**src/rtl/cpu_pkg.sv**
```systemverilog
// Shared definitions for the 16-bit accumulator CPU: fetch state encoding
// and opcode-length rules used by both fetch and decode.
package cpu_pkg;

  localparam logic [1:0] ST_IDLE     = 2'd0;
  localparam logic [1:0] ST_FETCH_HI = 2'd1;
  localparam logic [1:0] ST_FETCH_LO = 2'd2;
  localparam logic [1:0] ST_VALID    = 2'd3;

  typedef enum logic [1:0] {
    IDLE     = ST_IDLE,
    FETCH_HI = ST_FETCH_HI,
    FETCH_LO = ST_FETCH_LO,
    VALID    = ST_VALID
  } fetch_state_e;

  localparam int INST_TWO_BYTE_BIT = 7;

  localparam logic [1:0] LEN_1 = 2'd1;
  localparam logic [1:0] LEN_2 = 2'd2;

  // An opcode with its top bit set carries a one-byte argument.
  function automatic logic [1:0] inst_len_of(input logic [7:0] opcode);
    return opcode[INST_TWO_BYTE_BIT] ? LEN_2 : LEN_1;
  endfunction

endpackage

```
**src/rtl/inst_fetch.sv**
```systemverilog
// Instruction fetch: reads 1- or 2-byte instructions over a byte-wide req/ack
// port and presents the assembled 16-bit word to the decoder.
module inst_fetch
  import cpu_pkg::*;
#(
  parameter int ADDR_W = 16
) (
  input  logic              clk,
  input  logic              rst,
  input  logic              fetch_start,
  input  logic [ADDR_W-1:0] pc,
  input  logic              flush,
  output logic              mem_req,
  output logic [ADDR_W-1:0] mem_addr,
  input  logic              mem_ack,
  input  logic [7:0]        mem_data,
  output logic [15:0]       inst,
  output logic              inst_valid,
  input  logic              inst_ready,
  output logic [1:0]        inst_len,
  output logic [ADDR_W-1:0] next_pc,
  output logic              busy
);

  fetch_state_e      state_q, state_d;
  logic [ADDR_W-1:0] addr_q, addr_d;
  logic              mem_req_q, mem_req_d;
  logic [ADDR_W-1:0] mem_addr_q, mem_addr_d;
  logic [15:0]       inst_q, inst_d;
  logic              inst_valid_q, inst_valid_d;
  logic [1:0]        inst_len_q, inst_len_d;
  logic [ADDR_W-1:0] next_pc_q, next_pc_d;
  logic              busy_q, busy_d;
  logic              ack_s;
  logic [1:0]        hi_len_s;

  // An ack only counts while a request is actually outstanding.
  assign ack_s    = mem_ack & mem_req_q;
  assign hi_len_s = inst_len_of(mem_data);

  // Next-state and next-output computation for the fetch FSM.
  always_comb begin
    state_d      = state_q;
    addr_d       = addr_q;
    mem_req_d    = mem_req_q;
    mem_addr_d   = mem_addr_q;
    inst_d       = inst_q;
    inst_valid_d = inst_valid_q;
    inst_len_d   = inst_len_q;
    next_pc_d    = next_pc_q;

    if (flush) begin
      state_d      = IDLE;
      mem_req_d    = 1'b0;
      inst_valid_d = 1'b0;
    end else begin
      case (state_q)
        IDLE: begin
          if (fetch_start) begin
            state_d    = FETCH_HI;
            addr_d     = pc;
            mem_req_d  = 1'b1;
            mem_addr_d = pc;
          end else begin
            mem_req_d  = 1'b0;
          end
        end
        FETCH_HI: begin
          if (ack_s) begin
            inst_d[15:8] = mem_data;
            inst_len_d   = hi_len_s;
            if (hi_len_s == LEN_1) begin
              inst_d[7:0]  = 8'h00;
              state_d      = VALID;
              mem_req_d    = 1'b0;
              inst_valid_d = 1'b1;
              next_pc_d    = addr_q + ADDR_W'(LEN_1);
            end else begin
              state_d      = FETCH_LO;
              mem_addr_d   = addr_q + ADDR_W'(LEN_1);
            end
          end else begin
            mem_req_d = 1'b1;
          end
        end
        FETCH_LO: begin
          if (ack_s) begin
            inst_d[7:0]  = mem_data;
            state_d      = VALID;
            mem_req_d    = 1'b0;
            inst_valid_d = 1'b1;
            next_pc_d    = addr_q + ADDR_W'(LEN_2);
          end else begin
            mem_req_d = 1'b1;
          end
        end
        VALID: begin
          if (inst_ready) begin
            inst_valid_d = 1'b0;
            if (fetch_start) begin
              state_d    = FETCH_HI;
              addr_d     = pc;
              mem_req_d  = 1'b1;
              mem_addr_d = pc;
            end else begin
              state_d    = IDLE;
            end
          end else begin
            inst_valid_d = 1'b1;
          end
        end
        default: begin
          state_d      = IDLE;
          mem_req_d    = 1'b0;
          inst_valid_d = 1'b0;
        end
      endcase
    end

    busy_d = (state_d != IDLE);
  end

  // State and registered outputs.
  always_ff @(posedge clk or posedge rst) begin
    if (rst) begin
      state_q      <= IDLE;
      addr_q       <= '0;
      mem_req_q    <= 1'b0;
      mem_addr_q   <= '0;
      inst_q       <= 16'h0000;
      inst_valid_q <= 1'b0;
      inst_len_q   <= LEN_1;
      next_pc_q    <= '0;
      busy_q       <= 1'b0;
    end else begin
      state_q      <= state_d;
      addr_q       <= addr_d;
      mem_req_q    <= mem_req_d;
      mem_addr_q   <= mem_addr_d;
      inst_q       <= inst_d;
      inst_valid_q <= inst_valid_d;
      inst_len_q   <= inst_len_d;
      next_pc_q    <= next_pc_d;
      busy_q       <= busy_d;
    end
  end

  assign mem_req    = mem_req_q;
  assign mem_addr   = mem_addr_q;
  assign inst       = inst_q;
  assign inst_valid = inst_valid_q;
  assign inst_len   = inst_len_q;
  assign next_pc    = next_pc_q;
  assign busy       = busy_q;

endmodule

```
**config.mk**
```make
export PLATFORM = sky130hd
export DESIGN_NAME = inst_fetch
export DESIGN_NICKNAME = d
export VERILOG_FILES = /design/src/rtl/cpu_pkg.sv /design/src/rtl/inst_fetch.sv
export SDC_FILE = /design/constraint.sdc
export NUM_CORES = 1
export LEC_CHECK = 0
export ABC_AREA = 1
export CORE_AREA = 2 2 92 112
export CTS_BUF_LIST = sky130_fd_sc_hd__clkbuf_16
export DETAILED_ROUTE_END_ITERATION = 7
export DIE_AREA = 0 0 94 114
export GPL_ROUTABILITY_DRIVEN = 0
export GPL_TIMING_DRIVEN = 0
export HOLD_SLACK_MARGIN = 0.03
export MAX_ROUTING_LAYER = met4
export PLACE_DENSITY_LB_ADDON = 0.15
export SETUP_SLACK_MARGIN = 0.05
export SYNTH_ARGS = -nofsm -noshare
export SYNTH_HDL_FRONTEND = slang
export SYNTH_SLANG_ARGS = --single-unit
```
**constraint.sdc**
```tcl
create_clock -name clk -period 2.3 [get_ports clk]
set_input_delay 0.575 -clock clk [delete_from_list [all_inputs] [get_ports clk]]
set_output_delay 0.575 -clock clk [all_outputs]
set_load 0.01 [all_outputs]
```
==> parameters.txt, run 1 <==
Parameter                              Value

Clocking
  Worst skew pair latency ... 330 ps
  TritonCTS clock tree ... done
  CTS sink count ... 70
  Register clock-pin slew on the reported worst setup and hold paths ... 50 ps
  Htree depth ... 3
  Setup repair bufs after CTS ... 0
  Largest buffer count on any clock path ... 2
  Hold buffers post-CTS ... 0
  Count of cells resized by post-cts repair ... 0
  Clock root buffer master ... clkbuf_16
  Total clock buffers created by CTS ... 9

Global routing
  Wire length of the first global-routing pass ... 16480 um
  Met3 routing resource usage after global routing ... 0.04557
  Met2 global-route usage ... 0.3390
  Global Route met1 Usage ... 0.2392
  Initial antenna violation count ... 0
  Global-route usage over all layers ... 0.2042
  Vias in the first global route ... ~3400
  Pin count of the biggest net entering global routing ... 42
  Total overflow reported by the global router ... 0
  GR peak layer ... met2

Place
  # port buffers ... 82
  Cell Area, Placed ... 4758 sq um
  Worst-case setup slack after placement ... 136.8 ps
  HPWL after DPL ... 7612 um

Setup path
  Crit Path Max Fanout ... 2
  CP endpoint kind ... primary output
  Worst Path Buf+Inv ... 1
  Highest-delay cell along the critical path ... clkdlybuf4s50_1
  Kind of critical path ... reg2out
  Crit path max-delay family ... buffers and inverters
  Required time at the endpoint of the critical path ... 1730 ps
  Maximum cell stage delay along the critical path ... around 540 ps
  Arrival time of the worst setup path ... 1390 ps
  Nature of the critical path startpoint ... flip-flop
  Series of cell instances along the critical path ... clkdlybuf4s50_1

Power and ir drop
  IR Drop Worst-Case VDD ... 605.0 uV
  Total chip power ... 6.799 mW
  Total power per unit cell area ... 1350 nW/um^2
  Static leakage power ... 2.421 nW

Die
  Area of the core region ... just under 10000 sq um
  Width of the die ... between 90 and 100 um
  Die height ... around 110 um
  Effective utilization at floorplan ... 0.3849
  Number of ports placed on the die boundary ... 83
  Total Die Area ... around 11000 sq um
  Number of standard-cell rows in the floorplan ... 40

Drt
  Iteration count of the initial detailed-routing pass ... 4
  DRC errors left ... 0
  Number of DRC markers after the initial detailed-route iteration ... 127
  Wire length per cell after detailed routing ... 14.04 um
  Via count of the routed design ... 3489
  Number of nets with antenna violations after detailed routing ... 0
  Final wirelength ... 9937 um
  Avg Vias per Cell ... 4.928

Final layout
  Most common library cell in the layout ignoring fill and taps ... nand2_1
  Number of diodes ... 0
  Layout cells sized above 1 ... 0.09450
  Growth of design area from synthesis to finish ... 34.08%
  Post-Layout Inst Area ... 5036 sq um
  Most frequent cells in the layout ... 153 x nand2_1, 82 x clkdlybuf4s50_1, 69 x dfrtp_1
  Net count, final ... slightly above 600

Synth
  Seq cells post-synth ... 70
  Library cells used by synthesis ... 31
  Synth Warn # ... 0
  Mean Syn Cell Area ... 7.777 sq um
  Net Count, Synth ... 520
  Synth Instances ... 483
  Part of the Yosys area used for sequential elements ... 0.4667
  Netlist Area Pre-Place ... 3756 sq um

STA
  Number of setup violations in the final report ... 0
  Slew Limit Headroom ... 0.5436
  Minimum period implied by the final worst setup slack ... 1965 ps
  Setup repair after global routing missed its margin ... no
  Maximum clock skew at final layout ... 6.812 ps
  Transition time of the tightest slew-check pin ... 683.2 ps
  Worst-case setup margin in the final layout ... between 300 and 400 ps
  Final max-slew violation count ... 0
  Final hold violation count ... 0
  Final worst hold slack ... between 400 and 500 ps
  Max Clk Rate ... 509.0 MHz
  Share of the clock period used by the worst path after layout ... 0.8541
  Summed negative setup slack over all endpoints ... 0 ps

Worst hold path
  Class of the worst hold path ... reg2reg

Status
  Result of the run ... finished, final reports clean

Flow run
  Max-cap violation count ... 0
[metal layers]
| layer | vias to the layer above | routed length (um) |
|---|---|---|
| li1 | 1740 | - |
| met1 | 1645 | 4046 |
| met2 | 81 | 5232 |
| met3 | 23 | 401 |
| met4 | 0 | 257 |
| met5 | - | 0 |
[sequential cells by signal, summed over array words and instances, names as in the netlist]
register / count
mem_addr: 16
inst: 16
addr_q: 16
inst_valid: 1
mem_req: 1
inst_len: 1
busy: 1
next_pc: 16
state_q: 2
[cell type report]
class,instances,area [sq um]
buffer,17,95.09
clock buffer,9,225.2
clock inverter,7,52.55
fill,960,4723
inverter,52,198.9
multi-input combinational,344,1713
sequential,70,1753
tap,126,157.7
timing repair buffer,83,840.8
[stage by stage]
stage,cells,utilization
6_report,708,0.5160
5_1_grt,708,0.5160
4_1_cts,708,0.5160
3_5_place_dp,692,0.4876
3_3_place_gp,691,0.4855
2_1_floorplan,483,-
[synth_stat cells (all sizes together)]
master  number  share of area
clkbuf       6         0.0087
xnor2        2         0.0047
a21oi       13          0.017
dfstp        1         0.0070
buf         11          0.017
nand3b       1         0.0020
nand3       27          0.037
nor2        32          0.045
xor2         7          0.016
nand2      164           0.17
dfrtp       69           0.46
o21ai       71          0.095
o211ai       4         0.0080
inv         52          0.052
o221ai       1         0.0023
nand4        6          0.012
a31oi        3         0.0050
mux2         4          0.012
ha           7          0.023
o21a         2         0.0040
[cell families (layout without fill, tap and decap cells)]
| kind of cell | after synthesis | count (layout) | share of synthesized area |
|---|---|---|---|
| AOI/OAI and AO/OA | 94 | 94 | 0.1312 |
| xor gates and xnor gates | 9 | 9 | 0.02099 |
| adders and majority gates | 7 | 7 | 0.02332 |
| buffers and inverters | 69 | 168 | 0.07728 |
| DFF | 70 | 70 | 0.4667 |
| muxes | 4 | 4 | 0.01199 |
| and+or+nand+nor | 230 | 230 | 0.2685 |
[path summary, 6_finish.rpt]
kind | slack (ps) | startpoint | endpoint | cells after the start
max reg2reg | 420 | state_q[0] | addr_q[1] | 6
min in group asynchronous | 700 | rst | next_pc[10] | 2
max in group asynchronous | 920 | rst | inst_len[0] | 3
max | 340 | inst_len[0] | inst_len[0] | 1
min reg2reg | 480 | mem_addr[10] | mem_addr[10] | 2
min | 480 | mem_addr[10] | mem_addr[10] | 2
[where the power goes]
| group | total (mW) | internal, mW | switching (mW) |
|---|---|---|---|
| combinational | 3.21 | 1.47 | 1.74 |
| sequential | 2.28 | 1.80 | 0.482 |
| clock | 1.31 | 0.815 | 0.493 |
No activity file was read; power rests on OpenSTA's default activity.
==> inputs of run 2 (changes only) <==
DONT_BUFFER_PORTS = 1   (was default)
==> run 2 against run 1 <==
  * Routed wire length grew 0.70%
  * Global-route usage fell by 0.23 points
  * Non-clock buffer count shrank 82
  * Critical path depth is 5 higher
  * Clock skew down 2.4 ps
  * Sequential cell count is the same
  * Sequential share of layout area rose by 6.7 points
  * Fmax grew 3.2%
  * Cell count shrank 12%
  * Critical endpoint is now addr_q[10]
  * Highest routed layer unchanged
==> parameters.txt, run 2 (same netlist as run 1, synthesis figures left out) <==
Parameter                              Value

Status
  Result of the run ... finished, final reports clean

Die
  Total Die Area ... 10720 sq um (unchanged)
  Number of ports placed on the die boundary ... 83 (unchanged)
  Die height ... 114 um (unchanged)
  Number of standard-cell rows in the floorplan ... 40 (unchanged)
  Width of the die ... 94 um (unchanged)
  Effective utilization at floorplan ... 0.3849 (unchanged)
  Area of the core region ... 9759 sq um (unchanged)

STA
  Slew Limit Headroom ... 0.5365 (-0.007145)
  Transition time of the tightest slew-check pin ... 693.9 ps (+10.70 ps)
  Maximum clock skew at final layout ... 4.423 ps (-2.389 ps)
  Summed negative setup slack over all endpoints ... 0 ps (unchanged)
  Final hold violation count ... 0 (unchanged)
  Share of the clock period used by the worst path after layout ... 0.8277 (-0.02641)
  Max Clk Rate ... 525.3 MHz (+3.2%)
  Final max-slew violation count ... 0 (unchanged)
  Setup repair after global routing missed its margin ... no
  Minimum period implied by the final worst setup slack ... 1904 ps (-60.75 ps)
  Number of setup violations in the final report ... 0 (unchanged)

Drt
  Via count of the routed design ... 3175 (-9.0%)
  Number of nets with antenna violations after detailed routing ... 0 (unchanged)
  Wire length per cell after detailed routing ... 15.99 um (+14%)
  Avg Vias per Cell ... 5.072 (+2.9%)
  Iteration count of the initial detailed-routing pass ... 4 (unchanged)
  Number of DRC markers after the initial detailed-route iteration ... 156 (+23%)
  Final wirelength ... 10010 um (+0.70%)
  DRC errors left ... 0 (unchanged)

Final layout
  Share of the core filled with cells ... 0.4331 (-0.08295)
  Area occupied by registers ... 1753 sq um (unchanged)
  Footprint of the multi-input gates ... 1713 sq um (unchanged)
  Most common library cell in the layout ignoring fill and taps ... nand2_1
  Growth of design area from synthesis to finish ... 12.52%
  Net count, final ... 532 (-13%)
  Layout filler cell count ... 1055 (+9.9%)
  Most frequent cells in the layout ... 153 x nand2_1, 69 x dfrtp_1, 54 x o21ai_0
  Layout cells sized above 1 ... 0.1180 (+0.02350)
  Number of diodes ... 0 (unchanged)

Power and ir drop
  Clock network fraction of total power ... 0.225 (+0.033)
  Sequential Power Share ... 0.419 (+0.083)
  Switching share of power ... 0.4402 (+0.04088)
  Total power per unit cell area ... 1436 nW/um^2 (+6.4%)
  Psw ... 2.672 mW (-1.6%)
  Comb power frac ... 0.356 (-0.116)
  IR Drop Worst-Case VDD ... 557.7 uV (-7.8%)
  Static leakage power ... 2.109 nW (-13%)
  Internal power consumption ... 3.398 mW (-17%)

Setup path
  Critical Path Sink ... addr_q[10]
  Number of cells on the worst reg-to-reg path ... 6 (unchanged)
  Kind of critical path ... reg2reg
  CP endpoint kind ... flip-flop
  Nature of the critical path startpoint ... flip-flop
  Crit Path Max Fanout ... 10 (+8)
  Timing startpoint of the critical path ... state_q[0]
  Crit Reg-Reg Endpoint ... addr_q[10]
  Arrival time of the worst setup path ... 2150 ps (+760 ps)
  Required time at the endpoint of the critical path ... 2540 ps (+810 ps)
  Slack of the worst reg-to-reg path ... 400 ps (-20 ps)
  Startpoint of the worst-slack reg-to-reg timing path ... state_q[0]

Clocking
  Register clock-pin slew on the reported worst setup and hold paths ... 60 ps (about the same)
  TritonCTS clock tree ... done
  Total clock buffers created by CTS ... 9 (unchanged)
  Htree depth ... 3 (unchanged)
  Count of cells resized by post-cts repair ... 0 (unchanged)
  Setup repair bufs after CTS ... 0 (unchanged)
  Hold buffers post-CTS ... 0 (unchanged)
  Largest buffer count on any clock path ... 2 (unchanged)
  Clock root buffer master ... clkbuf_16
  CTS sink count ... 70 (unchanged)
  Worst skew pair latency ... 330 ps (about the same)

Place
  # port buffers ... 0 (-100%)
  HPWL after DPL ... 7596 um (-0.20%)

Global routing
  Global-route usage over all layers ... 0.2019 (-0.002316)
  Pin count of the biggest net entering global routing ... 42 (unchanged)
  Vias in the first global route ... 3155 (-7.9%)
  Total overflow reported by the global router ... 0 (unchanged)
  Initial antenna violation count ... 0 (unchanged)
  Wire length of the first global-routing pass ... 16170 um (-1.9%)

Flow run
  Max-cap violation count ... 0 (unchanged)

Worst hold path
  Class of the worst hold path ... in2async
-- run 2: cell types whose count changed in the layout (fill, tap and decap cells not counted) --
cell and delta:
clkinv_2 +2, clkinv_1 -1, inv_1 -3, clkinvlp_4 +1
inv_6 +1, clkdlybuf4s50_1 -82
-- run 2: how the worst min path moves through the flow --
| stage | to | slack (ps) | start | depth (start not counted) |
|---|---|---|---|---|
| 6_report | next_pc[11] | 210 | rst | 1 |
| 5_1_grt | next_pc[11] | 260 | rst | 1 |
| 4_1_cts | next_pc[11] | 230 | rst | 1 |
| 3_5_place_dp | inst_len[0] | 510 | inst_len[0] | 2 |
| 3_3_place_gp | inst_len[0] | 510 | inst_len[0] | 2 |
| 2_1_floorplan | inst_len[0] | 500 | inst_len[0] | 2 |
-- run 2: power by group through the flow --
stage                     sequential [mW]  clock [mW]  combinational, mW
after floorplan                      2.38           0               1.69
after global placement               2.56           0               2.13
after detailed placement             2.58           0               2.18
after CTS                            2.56        1.40               2.19
after global routing                 2.62        1.45               2.50
final                                2.55        1.37               2.16
-- run 2: per-stage QoR --
stage	total power [mW]	hold slack [ps]	cells	area [sq um]	setup slack [ps]
6_report	6.069	208.4	626	4227	396.2
5_1_grt	6.576	257.2	626	4227	205.6
4_1_cts	6.155	234.8	626	4227	390.3
3_5_place_dp	4.760	515.0	610	3938	414.1
3_3_place_gp	4.693	509.0	609	3918	456.8
2_1_floorplan	4.075	495.4	483	3760	721.0
-- run 2: layout make-up --
class                   instances  area share
clock inverters                 7     0.01510
well taps                     126     0.03730
plain buffers                  17     0.02250
flip-flops and latches         70      0.4147
multi-input cells             344      0.4053
repair buffers                  1    0.004737
inverters                      52     0.04707
clock buffers                   9     0.05329
-- run 2: critical path, cell delays in order, from the launching register on --
cell and delay (ps):
dfrtp_1 440, inv_1 120, ha_1 320, inv_1 110, nand4_2 280, clkbuf_1 320
o21ai_0 230
-- run 2: routing by layer --
metal  up-vias  part of all wire  track usage
met5         -                 0            -
met4         0             0.021      0.07440
met3        17             0.037      0.04227
met2        55              0.53       0.3505
met1      1529              0.41       0.2279
li1       1574                 -            -
